--- config.mk ---
export PLATFORM = sky130hd
export DESIGN_NAME = dma_axi_wr_master_flat
export DESIGN_NICKNAME = d
export VERILOG_FILES = /design/src/rtl/dma_axi_wr_master_if.sv /design/src/rtl/dma_axi_wr_master.sv /design/src/flat_wrapper.sv
export SDC_FILE = /design/constraint.sdc
export NUM_CORES = 1
export LEC_CHECK = 0
export ABC_AREA = 1
export CAP_MARGIN = 25
export CORE_MARGIN = 5
export CORE_UTILIZATION = 37
export DETAILED_ROUTE_END_ITERATION = 8
export GPL_TIMING_DRIVEN = 0
export PLACE_DENSITY = 0.88
export SETUP_SLACK_MARGIN = 0.15
export SLEW_MARGIN = 15
export SYNTH_ARGS = -nofsm -noshare
export SYNTH_HDL_FRONTEND = slang
export SYNTH_SLANG_ARGS = --single-unit
--- constraint.sdc ---
create_clock -name clk -period 5.8 [get_ports clk]
set_input_delay 0.87 -clock clk [delete_from_list [all_inputs] [get_ports clk]]
set_output_delay 0.87 -clock clk [all_outputs]
set_load 0.01 [all_outputs]
--- src/rtl/dma_axi_wr_master_if.sv ---
// Request, buffer and AXI write-channel bundle of the DMA write engine.
// The master modport is the engine's view; slave is the surrounding system.
interface dma_axi_wr_master_if #(
    parameter int DMA_ADDR_WIDTH = 32,
    parameter int DMA_DATA_WIDTH = 64,
    parameter int AXI_STRB_WIDTH = DMA_DATA_WIDTH / 8
);
    logic                      dma_axi_req_valid;
    logic [DMA_ADDR_WIDTH-1:0] dma_axi_req_addr;
    logic [AXI_STRB_WIDTH-1:0] dma_axi_req_strb;
    logic [2:0]                dma_axi_req_size;
    logic [7:0]                dma_axi_req_alen;
    logic                      dma_axi_resp_ready;

    logic [DMA_DATA_WIDTH-1:0] buf_rdata;
    logic                      buf_rvalid;
    logic                      buf_rready;

    logic                      m_awvalid;
    logic                      m_awready;
    logic [DMA_ADDR_WIDTH-1:0] m_awaddr;
    logic [7:0]                m_awlen;
    logic [2:0]                m_awsize;
    logic [1:0]                m_awburst;

    logic                      m_wvalid;
    logic                      m_wready;
    logic [DMA_DATA_WIDTH-1:0] m_wdata;
    logic [AXI_STRB_WIDTH-1:0] m_wstrb;
    logic                      m_wlast;

    logic                      m_bvalid;
    logic [1:0]                m_bresp;
    logic                      m_bready;

    modport master (
        input  dma_axi_req_valid, dma_axi_req_addr, dma_axi_req_strb,
        input  dma_axi_req_size, dma_axi_req_alen,
        output dma_axi_resp_ready,
        input  buf_rdata, buf_rvalid,
        output buf_rready,
        output m_awvalid, m_awaddr, m_awlen, m_awsize, m_awburst,
        input  m_awready,
        output m_wvalid, m_wdata, m_wstrb, m_wlast,
        input  m_wready,
        input  m_bvalid, m_bresp,
        output m_bready
    );

    modport slave (
        output dma_axi_req_valid, dma_axi_req_addr, dma_axi_req_strb,
        output dma_axi_req_size, dma_axi_req_alen,
        input  dma_axi_resp_ready,
        output buf_rdata, buf_rvalid,
        input  buf_rready,
        input  m_awvalid, m_awaddr, m_awlen, m_awsize, m_awburst,
        output m_awready,
        input  m_wvalid, m_wdata, m_wstrb, m_wlast,
        output m_wready,
        output m_bvalid, m_bresp,
        input  m_bready
    );
endinterface

--- src/rtl/dma_axi_wr_master.sv ---
// AXI4 write engine: takes one DMA request, issues its AW burst, streams W
// beats from the data buffer and counts outstanding B responses.
module dma_axi_wr_master #(
    parameter int DMA_ADDR_WIDTH  = 32,
    parameter int DMA_DATA_WIDTH  = 64,
    parameter int AXI_STRB_WIDTH  = DMA_DATA_WIDTH / 8,
    parameter int MAX_OUTSTANDING = 4,
    parameter int OST_WIDTH       = $clog2(MAX_OUTSTANDING + 1)
) (
    input  logic                        clk,
    input  logic                        rst_n,
    dma_axi_wr_master_if.master         bus,
    input  logic                        wr_err_clr,
    output logic                        wr_err,
    output logic                        wr_idle
);

    if (DMA_DATA_WIDTH != 32 && DMA_DATA_WIDTH != 64) begin : g_bad_data_width
        $error("dma_axi_wr_master: DMA_DATA_WIDTH must be 32 or 64");
    end
    if (MAX_OUTSTANDING < 1 || MAX_OUTSTANDING > 15) begin : g_bad_max_ost
        $error("dma_axi_wr_master: MAX_OUTSTANDING must be 1..15");
    end

    typedef enum logic [1:0] {
        S_IDLE = 2'd0,
        S_AW   = 2'd1,
        S_W    = 2'd2
    } state_e;

    localparam logic [OST_WIDTH-1:0] OST_MAX = OST_WIDTH'(MAX_OUTSTANDING);
    localparam logic [OST_WIDTH-1:0] OST_ONE = OST_WIDTH'(1);

    state_e                    state_q, state_d;
    logic [OST_WIDTH-1:0]      ost_cnt_q, ost_cnt_d;
    logic [7:0]                beat_cnt_q, beat_cnt_d;
    logic [DMA_ADDR_WIDTH-1:0] addr_q, addr_d;
    logic [AXI_STRB_WIDTH-1:0] strb_q, strb_d;
    logic [2:0]                size_q, size_d;
    logic [7:0]                alen_q, alen_d;
    logic                      wr_err_q, wr_err_d;

    logic req_ready;
    logic req_accept;
    logic aw_hs;
    logic w_hs;
    logic beat_is_last;
    logic b_hs;
    logic b_stray;
    logic unused_bresp0;

    // Handshake decode; ready depends on registers only, never on req_valid.
    assign req_ready     = (state_q == S_IDLE) && (ost_cnt_q < OST_MAX);
    assign req_accept    = req_ready && bus.dma_axi_req_valid;
    assign aw_hs         = (state_q == S_AW) && bus.m_awready;
    assign w_hs          = (state_q == S_W) && bus.buf_rvalid && bus.m_wready;
    assign beat_is_last  = (beat_cnt_q == alen_q);
    assign b_hs          = bus.m_bvalid;
    assign b_stray       = b_hs && (ost_cnt_q == '0);
    assign unused_bresp0 = bus.m_bresp[0];

    always_ff @(posedge clk or negedge rst_n) begin
        if (!rst_n) begin
            state_q <= S_IDLE;
        end else begin
            state_q <= state_d;
        end
    end

    always_comb begin
        state_d = state_q;
        unique case (state_q)
            S_IDLE: if (req_accept)           state_d = S_AW;
            S_AW:   if (aw_hs)                state_d = S_W;
            S_W:    if (w_hs && beat_is_last) state_d = S_IDLE;
            default:                          state_d = S_IDLE;
        endcase
    end

    always_comb begin
        bus.dma_axi_resp_ready = req_ready;
        bus.m_awvalid          = (state_q == S_AW);
        bus.m_awaddr           = addr_q;
        bus.m_awlen            = alen_q;
        bus.m_awsize           = size_q;
        bus.m_awburst          = 2'b01;
        bus.m_wvalid           = (state_q == S_W) && bus.buf_rvalid;
        bus.buf_rready         = (state_q == S_W) && bus.m_wready;
        bus.m_wdata            = bus.buf_rdata;
        bus.m_wstrb            = strb_q;
        bus.m_wlast            = (state_q == S_W) && beat_is_last;
        bus.m_bready           = 1'b1;
        wr_err                 = wr_err_q;
        wr_idle                = (state_q == S_IDLE) && (ost_cnt_q == '0);
    end

    // A stray B at zero outstanding must not underflow the counter; an error
    // set in the same cycle as a clear request takes priority.
    always_comb begin
        addr_d     = addr_q;
        strb_d     = strb_q;
        size_d     = size_q;
        alen_d     = alen_q;
        beat_cnt_d = beat_cnt_q;
        ost_cnt_d  = ost_cnt_q;
        wr_err_d   = wr_err_q;

        if (req_accept) begin
            addr_d     = bus.dma_axi_req_addr;
            strb_d     = bus.dma_axi_req_strb;
            size_d     = bus.dma_axi_req_size;
            alen_d     = bus.dma_axi_req_alen;
            beat_cnt_d = '0;
        end else if (w_hs) begin
            beat_cnt_d = beat_cnt_q + 8'd1;
        end

        unique case ({req_accept, b_hs && !b_stray})
            2'b10:   ost_cnt_d = ost_cnt_q + OST_ONE;
            2'b01:   ost_cnt_d = ost_cnt_q - OST_ONE;
            default: ost_cnt_d = ost_cnt_q;
        endcase

        if (b_hs && (bus.m_bresp[1] || b_stray)) begin
            wr_err_d = 1'b1;
        end else if (wr_err_clr) begin
            wr_err_d = 1'b0;
        end
    end

    always_ff @(posedge clk or negedge rst_n) begin
        if (!rst_n) begin
            ost_cnt_q  <= '0;
            beat_cnt_q <= '0;
            addr_q     <= '0;
            strb_q     <= '0;
            size_q     <= '0;
            alen_q     <= '0;
            wr_err_q   <= 1'b0;
        end else begin
            ost_cnt_q  <= ost_cnt_d;
            beat_cnt_q <= beat_cnt_d;
            addr_q     <= addr_d;
            strb_q     <= strb_d;
            size_q     <= size_d;
            alen_q     <= alen_d;
            wr_err_q   <= wr_err_d;
        end
    end

endmodule

--- src/flat_wrapper.sv ---
// flat-port wrapper written by rule: the top's interface ports become plain ports
module dma_axi_wr_master_flat 
#(
    parameter int DMA_ADDR_WIDTH  = 32,
    parameter int DMA_DATA_WIDTH  = 64,
    parameter int AXI_STRB_WIDTH  = DMA_DATA_WIDTH / 8,
    parameter int MAX_OUTSTANDING = 4,
    parameter int OST_WIDTH       = $clog2(MAX_OUTSTANDING + 1)
)
  (clk, rst_n, wr_err_clr, wr_err, wr_idle, bus_dma_axi_req_valid, bus_dma_axi_req_addr, bus_dma_axi_req_strb, bus_dma_axi_req_size, bus_dma_axi_req_alen, bus_dma_axi_resp_ready, bus_buf_rdata, bus_buf_rvalid, bus_buf_rready, bus_m_awvalid, bus_m_awaddr, bus_m_awlen, bus_m_awsize, bus_m_awburst, bus_m_awready, bus_m_wvalid, bus_m_wdata, bus_m_wstrb, bus_m_wlast, bus_m_wready, bus_m_bvalid, bus_m_bresp, bus_m_bready);
  dma_axi_wr_master_if #(.DMA_ADDR_WIDTH(DMA_ADDR_WIDTH), .DMA_DATA_WIDTH(DMA_DATA_WIDTH), .AXI_STRB_WIDTH(AXI_STRB_WIDTH)) bus_i ();
  input  logic clk;
  input  logic rst_n;
  input  logic wr_err_clr;
  output logic wr_err;
  output logic wr_idle;
  input wire logic [$bits(bus_i.dma_axi_req_valid)-1:0] bus_dma_axi_req_valid;
  input wire logic [$bits(bus_i.dma_axi_req_addr)-1:0] bus_dma_axi_req_addr;
  input wire logic [$bits(bus_i.dma_axi_req_strb)-1:0] bus_dma_axi_req_strb;
  input wire logic [$bits(bus_i.dma_axi_req_size)-1:0] bus_dma_axi_req_size;
  input wire logic [$bits(bus_i.dma_axi_req_alen)-1:0] bus_dma_axi_req_alen;
  output wire logic [$bits(bus_i.dma_axi_resp_ready)-1:0] bus_dma_axi_resp_ready;
  input wire logic [$bits(bus_i.buf_rdata)-1:0] bus_buf_rdata;
  input wire logic [$bits(bus_i.buf_rvalid)-1:0] bus_buf_rvalid;
  output wire logic [$bits(bus_i.buf_rready)-1:0] bus_buf_rready;
  output wire logic [$bits(bus_i.m_awvalid)-1:0] bus_m_awvalid;
  output wire logic [$bits(bus_i.m_awaddr)-1:0] bus_m_awaddr;
  output wire logic [$bits(bus_i.m_awlen)-1:0] bus_m_awlen;
  output wire logic [$bits(bus_i.m_awsize)-1:0] bus_m_awsize;
  output wire logic [$bits(bus_i.m_awburst)-1:0] bus_m_awburst;
  input wire logic [$bits(bus_i.m_awready)-1:0] bus_m_awready;
  output wire logic [$bits(bus_i.m_wvalid)-1:0] bus_m_wvalid;
  output wire logic [$bits(bus_i.m_wdata)-1:0] bus_m_wdata;
  output wire logic [$bits(bus_i.m_wstrb)-1:0] bus_m_wstrb;
  output wire logic [$bits(bus_i.m_wlast)-1:0] bus_m_wlast;
  input wire logic [$bits(bus_i.m_wready)-1:0] bus_m_wready;
  input wire logic [$bits(bus_i.m_bvalid)-1:0] bus_m_bvalid;
  input wire logic [$bits(bus_i.m_bresp)-1:0] bus_m_bresp;
  output wire logic [$bits(bus_i.m_bready)-1:0] bus_m_bready;
  assign bus_i.dma_axi_req_valid = bus_dma_axi_req_valid;
  assign bus_i.dma_axi_req_addr = bus_dma_axi_req_addr;
  assign bus_i.dma_axi_req_strb = bus_dma_axi_req_strb;
  assign bus_i.dma_axi_req_size = bus_dma_axi_req_size;
  assign bus_i.dma_axi_req_alen = bus_dma_axi_req_alen;
  assign bus_dma_axi_resp_ready = bus_i.dma_axi_resp_ready;
  assign bus_i.buf_rdata = bus_buf_rdata;
  assign bus_i.buf_rvalid = bus_buf_rvalid;
  assign bus_buf_rready = bus_i.buf_rready;
  assign bus_m_awvalid = bus_i.m_awvalid;
  assign bus_m_awaddr = bus_i.m_awaddr;
  assign bus_m_awlen = bus_i.m_awlen;
  assign bus_m_awsize = bus_i.m_awsize;
  assign bus_m_awburst = bus_i.m_awburst;
  assign bus_i.m_awready = bus_m_awready;
  assign bus_m_wvalid = bus_i.m_wvalid;
  assign bus_m_wdata = bus_i.m_wdata;
  assign bus_m_wstrb = bus_i.m_wstrb;
  assign bus_m_wlast = bus_i.m_wlast;
  assign bus_i.m_wready = bus_m_wready;
  assign bus_i.m_bvalid = bus_m_bvalid;
  assign bus_i.m_bresp = bus_m_bresp;
  assign bus_m_bready = bus_i.m_bready;
  dma_axi_wr_master #(.DMA_ADDR_WIDTH(DMA_ADDR_WIDTH), .DMA_DATA_WIDTH(DMA_DATA_WIDTH), .AXI_STRB_WIDTH(AXI_STRB_WIDTH), .MAX_OUTSTANDING(MAX_OUTSTANDING), .OST_WIDTH(OST_WIDTH)) u_core (.clk(clk), .rst_n(rst_n), .bus(bus_i), .wr_err_clr(wr_err_clr), .wr_err(wr_err), .wr_idle(wr_idle));
endmodule
After elaboration in Yosys (flattened, before gate mapping)
Cells that the tools add are included.

Register bits: 65. Latch bits: 0. Bits in writable memories: 0. Memory bits (read-only): 0. Input port bits: 125. Memories: 0.

Add/sub/neg operators: 3. Multipliers: 0. Divide/modulo/power cells: 0. Order comparisons: 1. Equal/unequal tests: 8. Shift-type cells: 0. Mux-type cells: 9. Bitwise operators: 0. Reduce and logical (&&, ||, !) cells: 20.

Operators with widths (number): 8-bit 2-to-1 mux (2); 1-bit logical AND (12); 8-bit by 1-bit adder with 8-bit output (second input constant) (1); 8-bit == test (1); 2-bit 2-to-1 mux (3); 2-bit by 1-bit inequality test with 1-bit output (second input constant) (3); 2-bit case mux with 3 select lines (1); 3-bit case mux with 2 select lines (1); 2-bit nonzero test (3); 2-bit by 1-bit == test with 1-bit output (second input constant) (2); 2-bit == test (second input constant) (2); 3-bit by 1-bit adder with 3-bit output (second input constant) (1); 3-bit zero test (1); 3-bit < comparator (second input constant) (1); 3-bit AND reduction (1); 3-bit by 1-bit subtractor with 3-bit output (second input constant) (1); 2-bit zero test (1); 1-bit 2-to-1 mux (2); 1-bit zero test (1); 1-bit logical OR (1).

Logic depth before layout (Yosys ltp)
Word-level depth: 6. Mapped depth: 11. Gate-level depth less buffers: 10.

Worst setup path before layout
Ideal clock, no wire load.

Path kind: input port to flip-flop. Start point: input port bus_dma_axi_req_valid. End point: register u_core.ost_cnt_q[2]. Library setup time: 0.126 ns. Arrival time: 2.078 ns. Data required time: 5.674 ns. Slack: 3.595 ns. Stages: 8. Path buffers: 1. Path through: nand2_2 buf_2 ha_1 inv_1 fa_1 a21oi_1 o21ai_0 xnor2_1.

Longest elaborated chain between the ends: 3. Elaborated cells between the ends (all ways): 5. Those cells by class: eq/ne (2); mux (1); reduce/logical (2).

Ends and longest elaborated chain: start, declared (line flat_wrapper.sv:17) `input wire logic [$bits(bus_i.dma_axi_req_valid)-1:0] bus_dma_axi_req_valid;`; 1-bit logical AND (*) (line dma_axi_wr_master.sv:54) `assign req_accept = req_ready && bus.dma_axi_req_valid;`; 2-bit by 1-bit == test with 1-bit output / 2-bit == test (equally long branches) (line dma_axi_wr_master.sv:118) `unique case ({req_accept, b_hs && !b_stray})`; 3-bit case mux with 2 select lines / 2-bit nonzero test (equally long branches); end signal, assigned (line dma_axi_wr_master.sv:141) `ost_cnt_q <= ost_cnt_d;`; end, declared (line dma_axi_wr_master.sv:35) `logic [OST_WIDTH-1:0] ost_cnt_q, ost_cnt_d;`.

Mark *: on every way between the ends. The rest lies on a longest branch, timed or not. A chain may end at the register's enable or synchronous reset.

Worst setup path in the final report
Start point: input port bus_buf_rvalid. End point: output port bus_m_wvalid.

Longest elaborated chain between the ends: 1.

Ends and longest elaborated chain: start, declared (line flat_wrapper.sv:24) `input wire logic [$bits(bus_i.buf_rvalid)-1:0] bus_buf_rvalid;`; 1-bit logical AND (line dma_axi_wr_master.sv:87) `bus.m_wvalid = (state_q == S_W) && bus.buf_rvalid;`; end, declared (line flat_wrapper.sv:32) `output wire logic [$bits(bus_i.m_wvalid)-1:0] bus_m_wvalid;`.

Every way passes these cells.

==> reports/results.txt <==
Number of top-level pins: 250
Cts repair resizes: 0
Crit path required time: 4930 ps
Crit path arrival time: 2120 ps
# DRC: 0
Drt total wl: 10.32 mm
Via count: 3233
GRT Overall Usage: 18.25%
Site row count: 34
Sequential share of power: 34.8%
Area leader, netlist: dfrtp_1
Cell count after synthesis: 406
Share of cells above drive strength 1: 16.72%
Htree depth: 3
Comb power frac: 48.4%
First-pass GRT wire length: 16.46 mm
Setup TNS: 0 ps
Inserted Clock Buffers: 9
Cell count after placement: 697
Cell with the most instances after synthesis: nand2_1
Async SR Flop Fraction: 100.0%
Top_reg_cell synth: dfrtp_1
Max_cap viols: 0
EDFF count, synth: 0
Clk slew on worst S/H paths: 70 ps
Diode count: 0
Clk sink count: 65
IO Port Bufs: 181
Synthesis-to-finish area growth: 64.51%
Net Sw Frac: 35.81%
Largest net degree at the start of global routing: 35
Final non-filler cell total: 712
Cell leakage power: 2.709 nW
1st-pass router iterations: 4
Initial DRC Count: 146
Final slew viol count: 0
Net Switching: 0.8130 mW
P_int: 1.457 mW
Post-synth top cells: nand2_1 (179), buf_4 (72), dfrtp_1 (65)
Fin crit period: 2989 ps
Crit. End Element: output port
Core ar.: 8763 um^2
Final Hold Fails: 0
Period Utilization, post-route: 51.53%
Finished Core Util: 62.95%
Hold WC Path Type: in2async
Status: completed
GRT overflow: 0
RSZ-0062 raised after global routing: no
CTS tree: done
Routed Antenna Nets: 0
Die Area: 11070 um^2
Critical path fanouts, max: 2
Clock Latency Late Sink: 330 ps
Hold Buf Count CTS: 0
PD cells: 411.6 nW/um^2
Share of Yosys cell area claimed by the top area cell type: 48.51%
Syn avg cell area: 8.259 um^2
Post-CTS setup buffer count: 0
# setup viols final: 0
Die width: 105.2 um
Routed len/inst: 14.49 um
Final net count: 728
Final HPWL DP: 8.307 mm
Post-synth cell types: 24
Yosys reg bits: 65
CTS root buf: clkbuf_8
Gpl congestion: 0.7721
FMAX: 0.3346 GHz
Worst VDD drop: 0.2867 mV
Vias per cell: 4.541
Top cells by area, synth: dfrtp_1 (49%), nand2_1 (20%), buf_4 (16%)
Crit start category: input pin
Die height: 105.2 um
Kind of critical path: in2out
Post-Syn Area: 3353 um^2
Clock group share of total power: 16.8%
YS warnings: 0
Clk buf depth: 2
Starting Density: 38.26%
Sequential area share after synthesis: 48.51%
Initial antenna violation count: 0
Vias in the first global route: 3358
Final Skew: 9.846 ps
power by group through the flow:
stage	Clock (mW)	Sequential (mW)	Combinational, mW
after global routing	0.415	0.819	1.22
final	0.382	0.790	1.10
after detailed placement	0	0.793	1.11
after global placement	0	0.781	1.08
after CTS	0.392	0.792	1.12
after floorplan	0	0.850	0.455
flip-flops by register name (all words and copies together) (netlist names):
| register | cells |
|---|---|
| u_core.bus.m_awaddr | 32 |
| u_core.bus.m_awsize | 3 |
| u_core.ost_cnt_q | 3 |
| u_core.bus.m_wstrb | 8 |
| u_core.beat_cnt_q | 8 |
| u_core.state_q | 2 |
| u_core.wr_err | 1 |
| u_core.bus.m_awlen | 8 |
metal layers:
metal / up-vias / GRT usage, % / wire, um
met5: - / 0 / 0
met3: 20 / 7.028 / 1160
met1: 1484 / 19.53 / 3560
met4: 0 / 6.393 / 220
li1: 1556 / - / -
met2: 173 / 32.53 / 5376
cell families after synthesis:
logic type / share of synthesized area [%]
other: 0.2240
flip-flops: 48.51
XOR/XNOR: 2.090
AND/OR/NAND/NOR: 24.81
adder cells (fa/ha/maj): 1.343
AO/OA/AOI/OAI: 2.761
buffers and inverters: 20.26
path summary, 6_finish.rpt:
kind | start | to | slack [ps] | depth (start not counted)
min in group clk | u_core.bus.m_wstrb[5] | u_core.bus.m_wstrb[5] | 480 | 2
worst min-delay path | rst_n | u_core.bus.m_awaddr[1] | 470 | 1
worst max register to register | u_core.state_q[1] | u_core.ost_cnt_q[2] | 3620 | 11
worst max-delay path | bus_buf_rvalid | bus_m_wvalid | 2810 | 4
max in group asynchronous | rst_n | u_core.bus.m_wstrb[7] | 4800 | 2
worst min register to register | u_core.bus.m_wstrb[5] | u_core.bus.m_wstrb[5] | 480 | 2
through the flow:
| stage | power, mW | hold slack, ps | worst slack [ps] | cell area (um^2) |
|---|---|---|---|---|
| after floorplan | 1.305 | 489.5 | 3595 | 3357 |
| after global placement | 1.860 | 461.4 | 1734 | 5304 |
| after detailed placement | 1.907 | 468.3 | 2802 | 5321 |
| after CTS | 2.305 | 467.7 | 2795 | 5517 |
| after global routing | 2.453 | 489.1 | 2700 | 5517 |
| final | 2.270 | 470.3 | 2811 | 5517 |
layout by cell type (no fill, tap or decap):
master	instances
clkdlybuf4s50_1	180
nand2_1	179
buf_4	73
dfrtp_1	65
inv_1	22
o21ai_0	11
clkbuf_8	11
nor2_1	9
xnor2_1	8
nand3_1	8
a21oi_1	4
buf_2	3
buf_6	3
nor3_1	3
nand4_1	3
conb_1	3
nor2_2	2
inv_2	2
o21ai_1	2
ha_1	2
clkinv_2	2
nor2_4	1
nand2_2	1
nor4_1	1
nor3_4	1
o31ai_1	1
fa_1	1
clkbuf_1	1
bufinv_16	1
buf_12	1
critical path, stage by stage:
cell and delay [ps]:
clkdlybuf4s50_1 490, inv_1 80, nor2_1 100, clkdlybuf4s50_1 570
layout make-up:
| type | count | area (um^2) |
|---|---|---|
| buffer | 78 | 589.3 |
| clock inverter | 3 | 40.04 |
| inverter | 24 | 90.09 |
| tap | 108 | 135.1 |
| timing repair buffer | 182 | 1829 |
| clock buffer | 12 | 155.1 |
| sequential | 65 | 1627 |
| multi-input combinational | 240 | 1051 |
| fill | 727 | 3247 |
Note: power is estimated with default switching activity, not from simulation.
